<file path="src/rtl/keypad_scan_ctrl.sv">
// 4x4 matrix keypad scanner: drives one row low at a time, synchronizes the
// column sense lines, debounces press and release, and reports one key at a time.
module keypad_scan_ctrl #(
    parameter int SCAN_DIV = 1000,
    parameter int DEB_CNT  = 20
) (
    input  logic        clk,
    input  logic        rst,
    output logic [3:0]  row_n,
    input  logic [3:0]  col_n,
    output logic [15:0] onehot,
    output logic        key_valid,
    output logic [3:0]  key_idx
);

    localparam int DIVW = $clog2(SCAN_DIV);
    localparam int DEBW = $clog2(DEB_CNT + 1);
    localparam logic [DIVW-1:0] DIV_LAST = DIVW'(SCAN_DIV - 1);
    localparam logic [DEBW-1:0] DEB_LAST = DEBW'(DEB_CNT);

    typedef enum logic [1:0] {
        SCAN     = 2'd0,
        DEBOUNCE = 2'd1,
        PRESSED  = 2'd2,
        RELEASE  = 2'd3
    } state_t;

    state_t            state;
    state_t            state_next;
    logic [3:0]        col_meta;
    logic [3:0]        col_s;
    logic [DIVW-1:0]   div_cnt;
    logic              tick;
    logic [DEBW-1:0]   deb_cnt;
    logic [DEBW-1:0]   deb_next;
    logic [DEBW-1:0]   deb_inc;
    logic [1:0]        cand_row;
    logic [1:0]        cand_row_next;
    logic [1:0]        cand_col;
    logic [1:0]        cand_col_next;
    logic              cand_down;
    logic [3:0]        row_n_next;
    logic [3:0]        row_rot;
    logic [15:0]       onehot_next;
    logic              key_valid_next;
    logic [3:0]        key_idx_next;

    // Lowest-index column that reads low; only meaningful when some bit is low.
    function automatic logic [1:0] first_low(input logic [3:0] c);
        logic [1:0] r;
        if (!c[0]) begin
            r = 2'd0;
        end else if (!c[1]) begin
            r = 2'd1;
        end else if (!c[2]) begin
            r = 2'd2;
        end else begin
            r = 2'd3;
        end
        return r;
    endfunction

    function automatic logic [1:0] row_index(input logic [3:0] rn);
        logic [1:0] r;
        case (rn)
            4'b1110: r = 2'd0;
            4'b1101: r = 2'd1;
            4'b1011: r = 2'd2;
            4'b0111: r = 2'd3;
            default: r = 2'd0;
        endcase
        return r;
    endfunction

    assign tick      = (div_cnt == DIV_LAST);
    assign deb_inc   = deb_cnt + DEBW'(1);
    assign cand_down = ~col_s[cand_col];
    assign row_rot   = {row_n[2:0], row_n[3]};

    // Two-flop synchronizer for the asynchronous column inputs.
    always_ff @(posedge clk or posedge rst) begin
        if (rst) begin
            col_meta <= 4'hF;
            col_s    <= 4'hF;
        end else begin
            col_meta <= col_n;
            col_s    <= col_meta;
        end
    end

    // Free-running scan divider.
    always_ff @(posedge clk or posedge rst) begin
        if (rst) begin
            div_cnt <= '0;
        end else if (tick) begin
            div_cnt <= '0;
        end else begin
            div_cnt <= div_cnt + DIVW'(1);
        end
    end

    // State and registered outputs.
    always_ff @(posedge clk or posedge rst) begin
        if (rst) begin
            state     <= SCAN;
            deb_cnt   <= '0;
            cand_row  <= 2'd0;
            cand_col  <= 2'd0;
            row_n     <= 4'b1110;
            onehot    <= 16'd0;
            key_valid <= 1'b0;
            key_idx   <= 4'd0;
        end else begin
            state     <= state_next;
            deb_cnt   <= deb_next;
            cand_row  <= cand_row_next;
            cand_col  <= cand_col_next;
            row_n     <= row_n_next;
            onehot    <= onehot_next;
            key_valid <= key_valid_next;
            key_idx   <= key_idx_next;
        end
    end

    // Next-state logic; every transition is qualified by tick.
    always_comb begin
        state_next     = state;
        deb_next       = deb_cnt;
        cand_row_next  = cand_row;
        cand_col_next  = cand_col;
        row_n_next     = row_n;
        onehot_next    = onehot;
        key_valid_next = 1'b0;
        key_idx_next   = key_idx;
        case (state)
            SCAN: begin
                if (tick && (col_s == 4'hF)) begin
                    row_n_next = row_rot;
                end else if (tick) begin
                    cand_row_next = row_index(row_n);
                    cand_col_next = first_low(col_s);
                    deb_next      = '0;
                    state_next    = DEBOUNCE;
                end else begin
                    state_next = SCAN;
                end
            end
            DEBOUNCE: begin
                if (tick && cand_down && (deb_inc == DEB_LAST)) begin
                    deb_next       = deb_inc;
                    state_next     = PRESSED;
                    onehot_next    = 16'd1 << {cand_row, cand_col};
                    key_idx_next   = {cand_row, cand_col};
                    key_valid_next = 1'b1;
                end else if (tick && cand_down) begin
                    deb_next = deb_inc;
                end else if (tick) begin
                    state_next = SCAN;
                    row_n_next = row_rot;
                end else begin
                    state_next = DEBOUNCE;
                end
            end
            PRESSED: begin
                // Row stays held so only the candidate column is watched.
                if (tick && !cand_down) begin
                    state_next = RELEASE;
                    deb_next   = '0;
                end else begin
                    state_next = PRESSED;
                end
            end
            RELEASE: begin
                if (tick && !cand_down && (deb_inc == DEB_LAST)) begin
                    deb_next    = '0;
                    state_next  = SCAN;
                    onehot_next = 16'd0;
                    row_n_next  = row_rot;
                end else if (tick && !cand_down) begin
                    deb_next = deb_inc;
                end else if (tick) begin
                    state_next = PRESSED;
                end else begin
                    state_next = RELEASE;
                end
            end
            default: begin
                state_next = SCAN;
            end
        endcase
    end

endmodule

</file>
<file path="config.mk">
export PLATFORM = sky130hd
export DESIGN_NAME = keypad_scan_ctrl
export DESIGN_NICKNAME = d
export VERILOG_FILES = /design/src/rtl/keypad_scan_ctrl.sv
export SDC_FILE = /design/constraint.sdc
export NUM_CORES = 1
export LEC_CHECK = 0
export ABC_AREA = 0
export CORE_ASPECT_RATIO = 0.8
export CORE_MARGIN = 3
export CORE_UTILIZATION = 55
export DETAILED_ROUTE_END_ITERATION = 12
export PLACE_DENSITY_LB_ADDON = 0.08
export SYNTH_ARGS = -nofsm -noshare
export SYNTH_HDL_FRONTEND = slang
export SYNTH_SLANG_ARGS = --single-unit
</file>
<file path="constraint.sdc">
create_clock -name clk -period 2.5 [get_ports clk]
set_clock_uncertainty 0.05 [all_clocks]
set_input_delay 0.5 -clock clk [delete_from_list [all_inputs] [get_ports clk]]
set_output_delay 0.5 -clock clk [all_outputs]
set_load 0.02 [all_outputs]
</file>
* Yosys cells after proc, flatten, opt, wreduce, memory -nomap -nowiden
Cells that the tools add are included.
** Word-level totals
- Flip-flop bits (word level) :: 54
- Input port bits :: 6
- Output and inout bits :: 25
- Word-level logic and storage cells :: 89
** Cells by class
- $add $sub $neg :: 2
- Order comparisons :: 1
- Equality and inequality tests :: 22
- Shift-type cells :: 1
- Mux-type cells :: 36
- Bitwise operators :: 2
- Reduce and logical (&&, ||, !) cells :: 14
** Operator list (number)
- 5-bit two-way mux :: 7
- 16-bit two-way mux :: 2
- 16-bit one-hot mux with 2 select lines :: 1
- 4-bit two-way mux :: 5
- 5-bit one-hot mux with 4 select lines :: 1
- 2-bit inequality test (second input constant) :: 9
- 1-bit by 4-bit left shift with 16-bit output (first input constant) :: 1
- 2-bit two-way mux :: 7
- 4-bit equality test (second input constant) :: 3
- 3-bit inequality test (second input constant) :: 4
- 4-bit one-hot mux with 3 select lines :: 1
- 10-bit by 1-bit adder with 10-bit output (second input constant) :: 1
- 10-bit equality test (second input constant) :: 1
- 10-bit two-way mux :: 1
- 3-bit AND reduction :: 3
- 1-bit two-way mux :: 8
- 2-bit one-hot mux with 4 select lines :: 1
- 2-bit one-hot mux with 3 select lines :: 1
- 6-bit AND reduction :: 1
- 5-bit by 1-bit adder with 5-bit output (second input constant) :: 1
- 5-bit equality test (second input constant) :: 1
- 1-bit logical AND :: 5
- 5-bit AND reduction :: 1
- 2-bit equality test (second input constant) :: 2
- other kinds (9) :: 10

* Longest topological paths before layout
- Depth in word-level cells :: 7
- Mapped depth :: 7
- Gate-level depth less buffers :: 5

* Least setup slack after synthesis
Ideal clock, no wire load.
- Path kind :: register to register
- From :: register cand_col[0]
- To :: register onehot[10]
- Setup time :: 0.125 ns
- Data arrival time :: 2.070 ns
- Data required time :: 2.325 ns
- Slack :: 0.255 ns
- Cell stages (with the launch flop) :: 8
- Buffers on the path :: 3
- Clock period less this slack :: 2.245 ns
- Path through :: dfrtp_1 > buf_6 > mux4_2 > or2_4 > a211o_1 > buf_6 > buf_6 > mux2_4
** On the way
- Cells in the longest elaborated chain, start to end :: 7
- Elaborated cells on any way between the ends :: 13
- Those cells by class :: 2 x eq/ne; 1 x shift; 4 x mux; 1 x bitwise; 5 x reduce/logical
** Ends and longest elaborated chain
- start: declaration :: line 39 : logic [1:0] cand_col;
- start signal: assignment :: line 117 : cand_col <= cand_col_next;
- 1-bit binary-select mux with 2-bit select :: line 77 : assign cand_down = ~col_s[cand_col];
- 1-bit two-way mux (not written as such) :: line 77
- 1-bit NOT :: line 77
- 1-bit logical AND (2 in a row) :: line 149 : if (tick && cand_down && (deb_inc == DEB_LAST)) begin
- 2-bit inequality test (no source line)
- 3-bit AND reduction (no source line)
- end signal: assignment :: line 119 : onehot <= onehot_next;
- end: declaration :: line 11 : output logic [15:0] onehot,
Several ways; a longest one is shown, not always the timed one. The select of a mux whose other input is x is not followed.
A chain may end at the register's enable or synchronous reset.

* Worst setup path after layout
- From :: register deb_cnt[0]
- To :: register row_n[0]
** On the way
- Cells in the longest elaborated chain, start to end :: 5
- Elaborated cells on any way between the ends :: 7
- Those cells by class :: 1 x add/sub; 3 x eq/ne; 3 x reduce/logical
** Ends and longest elaborated chain
- start: declaration :: line 34 : logic [DEBW-1:0] deb_cnt;
- start signal: assignment :: line 115 : deb_cnt <= deb_next;
- 5-bit by 1-bit adder with 5-bit output (*) :: line 76 : assign deb_inc = deb_cnt + DEBW'(1);
- 5-bit equality test (*) :: line 149, 174
- 1-bit logical AND (on tied branches) :: line 174, 149
- 2-bit inequality test (no source line)
- 6-bit AND reduction (no source line) (*)
- end signal: assignment :: line 118 : row_n <= row_n_next;
- end: declaration :: line 9 : output logic [3:0] row_n,
Mark *: on every way between the ends. The rest lies on a longest branch, timed or not.

==> run_results.csv <==
group,metric,value,unit
outcome,outcome,"completed",
grt,antenna_found_initial,0,
die,die_w,81.1,microns
timing,min_period,2320,ps
synthesis,ys_seq_area_share,55.0,%
clocking,clk_latency,300,ps
clocking,clock-sinks,54,
worst_setup_path,critical_path.max_fanout,5,
synthesis,netlist_instances,206,
worst_setup_path,critical_path.endpoint_type,"register",
synthesis,async_flop_share,100,%
grt,grt_max_degree,28,
synthesis,syn_nets,214,
worst_setup_path,crit_type,"reg2reg",
clocking,cts_hold_buffers,0,
clocking,cts_htree_levels,2,
routing,wl,4730,microns
worst_setup_path,reg2reg_from,"deb_cnt[0]",
clocking,clock_path_buffers,2,
finish,diodes,0,
hold_path,min_from,"col_meta[2]",
synthesis,yosysTopAreaCell,"dfrtp_1",
timing,rsz0062_at_grt,"false",
clocking,cts_tree,"done",
routing,wire_per_inst,15.5,microns
worst_setup_path,crit_path_start_kind,"register",
power,ir_worst_vdd,0.000457,V
timing,fin_crit_sh,92.9,%
die,rows,21,
routing,avgViaCountPerCell,5.74,
synthesis,yosys_warnings,0,
hold_path,holdPathStages,0,
timing,fin_ws,177,ps
worst_setup_path,r2r-end,"row_n[0]",
placement,place.gp.congestion,0.849,
worst_setup_path,max_stage_delay,430,ps
timing,slew-limit-headroom,64.0,%
routing,drtAntennaViolNets,0,
routing,drc,0,
routing,drt_iter0_markers,102,
die,initial_core_util,58.3,%
synthesis,synth_edf_count,0,
timing,fmax,430,MHz
timing,final-setup-viol-count,0,
finish,area_delta_synth_final,19.8,%
synthesis,avgSynthCellArea,12.0,sq um
timing,finalMaxSlewViolations,0,
hold_path,holdPathEnd,"col_s[2]",
worst_setup_path,regToRegSetupSlack,180,ps
worst_setup_path,path_cells,"ha_1 > nor4bb_1 > buf_4 > nand3_1 > a221oi_1 > buf_4 > mux2_2",
timing,worst_pin_slew,540,ps
power,powerDensity,478,nW/um^2
die,placeableCoreArea,4260,sq um
timing,tns,0,ps
die,chipHeight,66.1,microns
placement,dp_slack,104,ps
worst_setup_path,reg2regPathDepth,7,
synthesis,synthTopCellsByArea,"dfrtp_1 (43%), dfstp_2 (12%), mux2_2 (8.2%)",
synthesis,syn_area,2480,sq um
clocking,numCtsBuffers,5,
placement,hpwl,3510,microns
grt,grt_overflow,0,
worst_setup_path,critPathTopFamily,"compound AO/OA/AOI/OAI gates",
worst_setup_path,cp_num_buf_inv,2,
worst_setup_path,crit_top_cell,"buf_4",
job,maxCapViolations,0,
synthesis,synth_ff_type,"dfrtp_1",
clocking,clockRootBuffer,"clkbuf_8",
power,p_leak,1.35,nW
clocking,clk_pin_slew_worst_paths,90,ps
worst_setup_path,crit_arrival,2460,ps
grt,grt_pass1_wl,8180,microns
die,io_pins,31,
finish,final_common_cell,"dfrtp_1",
finish,fin_nets,254,
synthesis,yosysUniqueCellTypes,42,
worst_setup_path,crit_required,2640,ps
placement,io_buffers,30,
die,dieArea,5360,sq um
routing,drt_first_pass_iters,4,
grt,grt_pass1_vias,1754,
synthesis,yosys.area.top_type_share,43.4,%
synthesis,ys_ff_latch,54,
worst_setup_path,startpoint,"deb_cnt[0]",
grt,grt.total_usage,20.3,%
finish,drive_above_1_share,24.3,%
routing,vias,1745,
timing,finalHoldViolations,0,
hold_path,hold_path_class,"reg2reg",
finish,layout_common_cells,"dfrtp_1 (43), clkdlybuf4s50_1 (30), nor2_1 (21)",
worst_setup_path,cp_slowest_cell,"a221oi_1",
-- cell usage after synthesis, types with 3 or more instances --
master,instances
nand2_1,13
inv_1,7
clkbuf_1,3
o21ai_0,3
and3_1,6
nand3_1,7
dfstp_2,11
nor3_1,6
buf_6,3
mux2_4,10
a311oi_1,3
dfrtp_1,43
mux2_2,18
xor2_1,7
nand3b_1,3
a211oi_1,3
a21oi_1,5
nand4_1,3
nor2_1,21
-- repair_timing --
action	in CTS	in global routing
resized for setup	0	1
endpoints found under the hold margin	0	0
buffers inserted	0	0
setup endpoints to repair	0	16
-- logic make-up after synthesis --
group | after synthesis | share of synthesized area [%]
buffers and inverters | 15 | 3.28
muxes | 31 | 15.9
and+or+nand+nor | 71 | 14.6
DFF | 54 | 55.0
AOI/OAI and AO/OA | 25 | 7.32
xor gates and xnor gates | 8 | 2.83
adders and majority gates | 2 | 1.01
-- registers in the layout, indices dropped and copies added (netlist names) --
register   cells
deb_cnt        5
onehot        16
col_meta       4
cand_row       2
key_valid      1
cand_col       2
col_s          4
div_cnt       10
row_n          4
state          2
key_idx        4
-- per-stage QoR --
| stage | utilization [%] | std cells | hold WS, ps | total power [mW] | area [sq um] |
|---|---|---|---|---|---|
| 2_1_floorplan | - | 206 | 295 | 0.925 | 2480 |
| 3_3_place_gp | 67.6 | 296 | 296 | 0.941 | 2880 |
| 3_5_place_dp | 67.6 | 296 | 297 | 0.943 | 2880 |
| 4_1_cts | 69.8 | 304 | 302 | 1.43 | 2970 |
| 5_1_grt | 69.8 | 304 | 311 | 1.48 | 2970 |
| 6_report | 69.8 | 304 | 304 | 1.42 | 2970 |
-- worst max-delay path by stage --
stage,to,slack [ps],cells past startpoint
5_1_grt,row_n[0],80,7
6_report,row_n[0],180,7
3_5_place_dp,onehot[15],100,5
2_1_floorplan,onehot[10],260,7
3_3_place_gp,onehot[15],220,5
4_1_cts,onehot[15],80,5
-- power breakdown --
part / total (mW) / internal, mW / switching, mW
sequential: 0.888 / 0.885 / 0.00325
clock: 0.495 / 0.227 / 0.268
combinational: 0.0376 / 0.0138 / 0.0238
total: 1.42 / 1.13 / 0.295
-- worst reg2reg max path, delay by kind of cell, from the launching register on --
family / cells / cell delay (ps)
and+or+nand+nor: 2 / 410
adders and majority gates: 1 / 210
muxes: 1 / 320
DFF: 1 / 380
buffers and inverters: 2 / 410
AOI/OAI and AO/OA: 1 / 430
-- routing by layer --
layer / vias up / track usage, % / part of all wire [%]
met2: 56 / 31.6 / 47
met3: 7 / 4.63 / 5.0
li1: 812 / - / -
met1: 870 / 27.7 / 46
met4: 0 / 7.59 / 1.4
met5: - / 0 / 0
-- area by class of cell --
type,instances,area (sq um)
fillers,340,1290
repair buffers,41,383
clock buffers,8,90.1
inverters,7,26.3
flip-flops and latches,54,1370
multi-input cells,137,1030
well taps,57,71.3
Power figures use the tool's default switching activity.
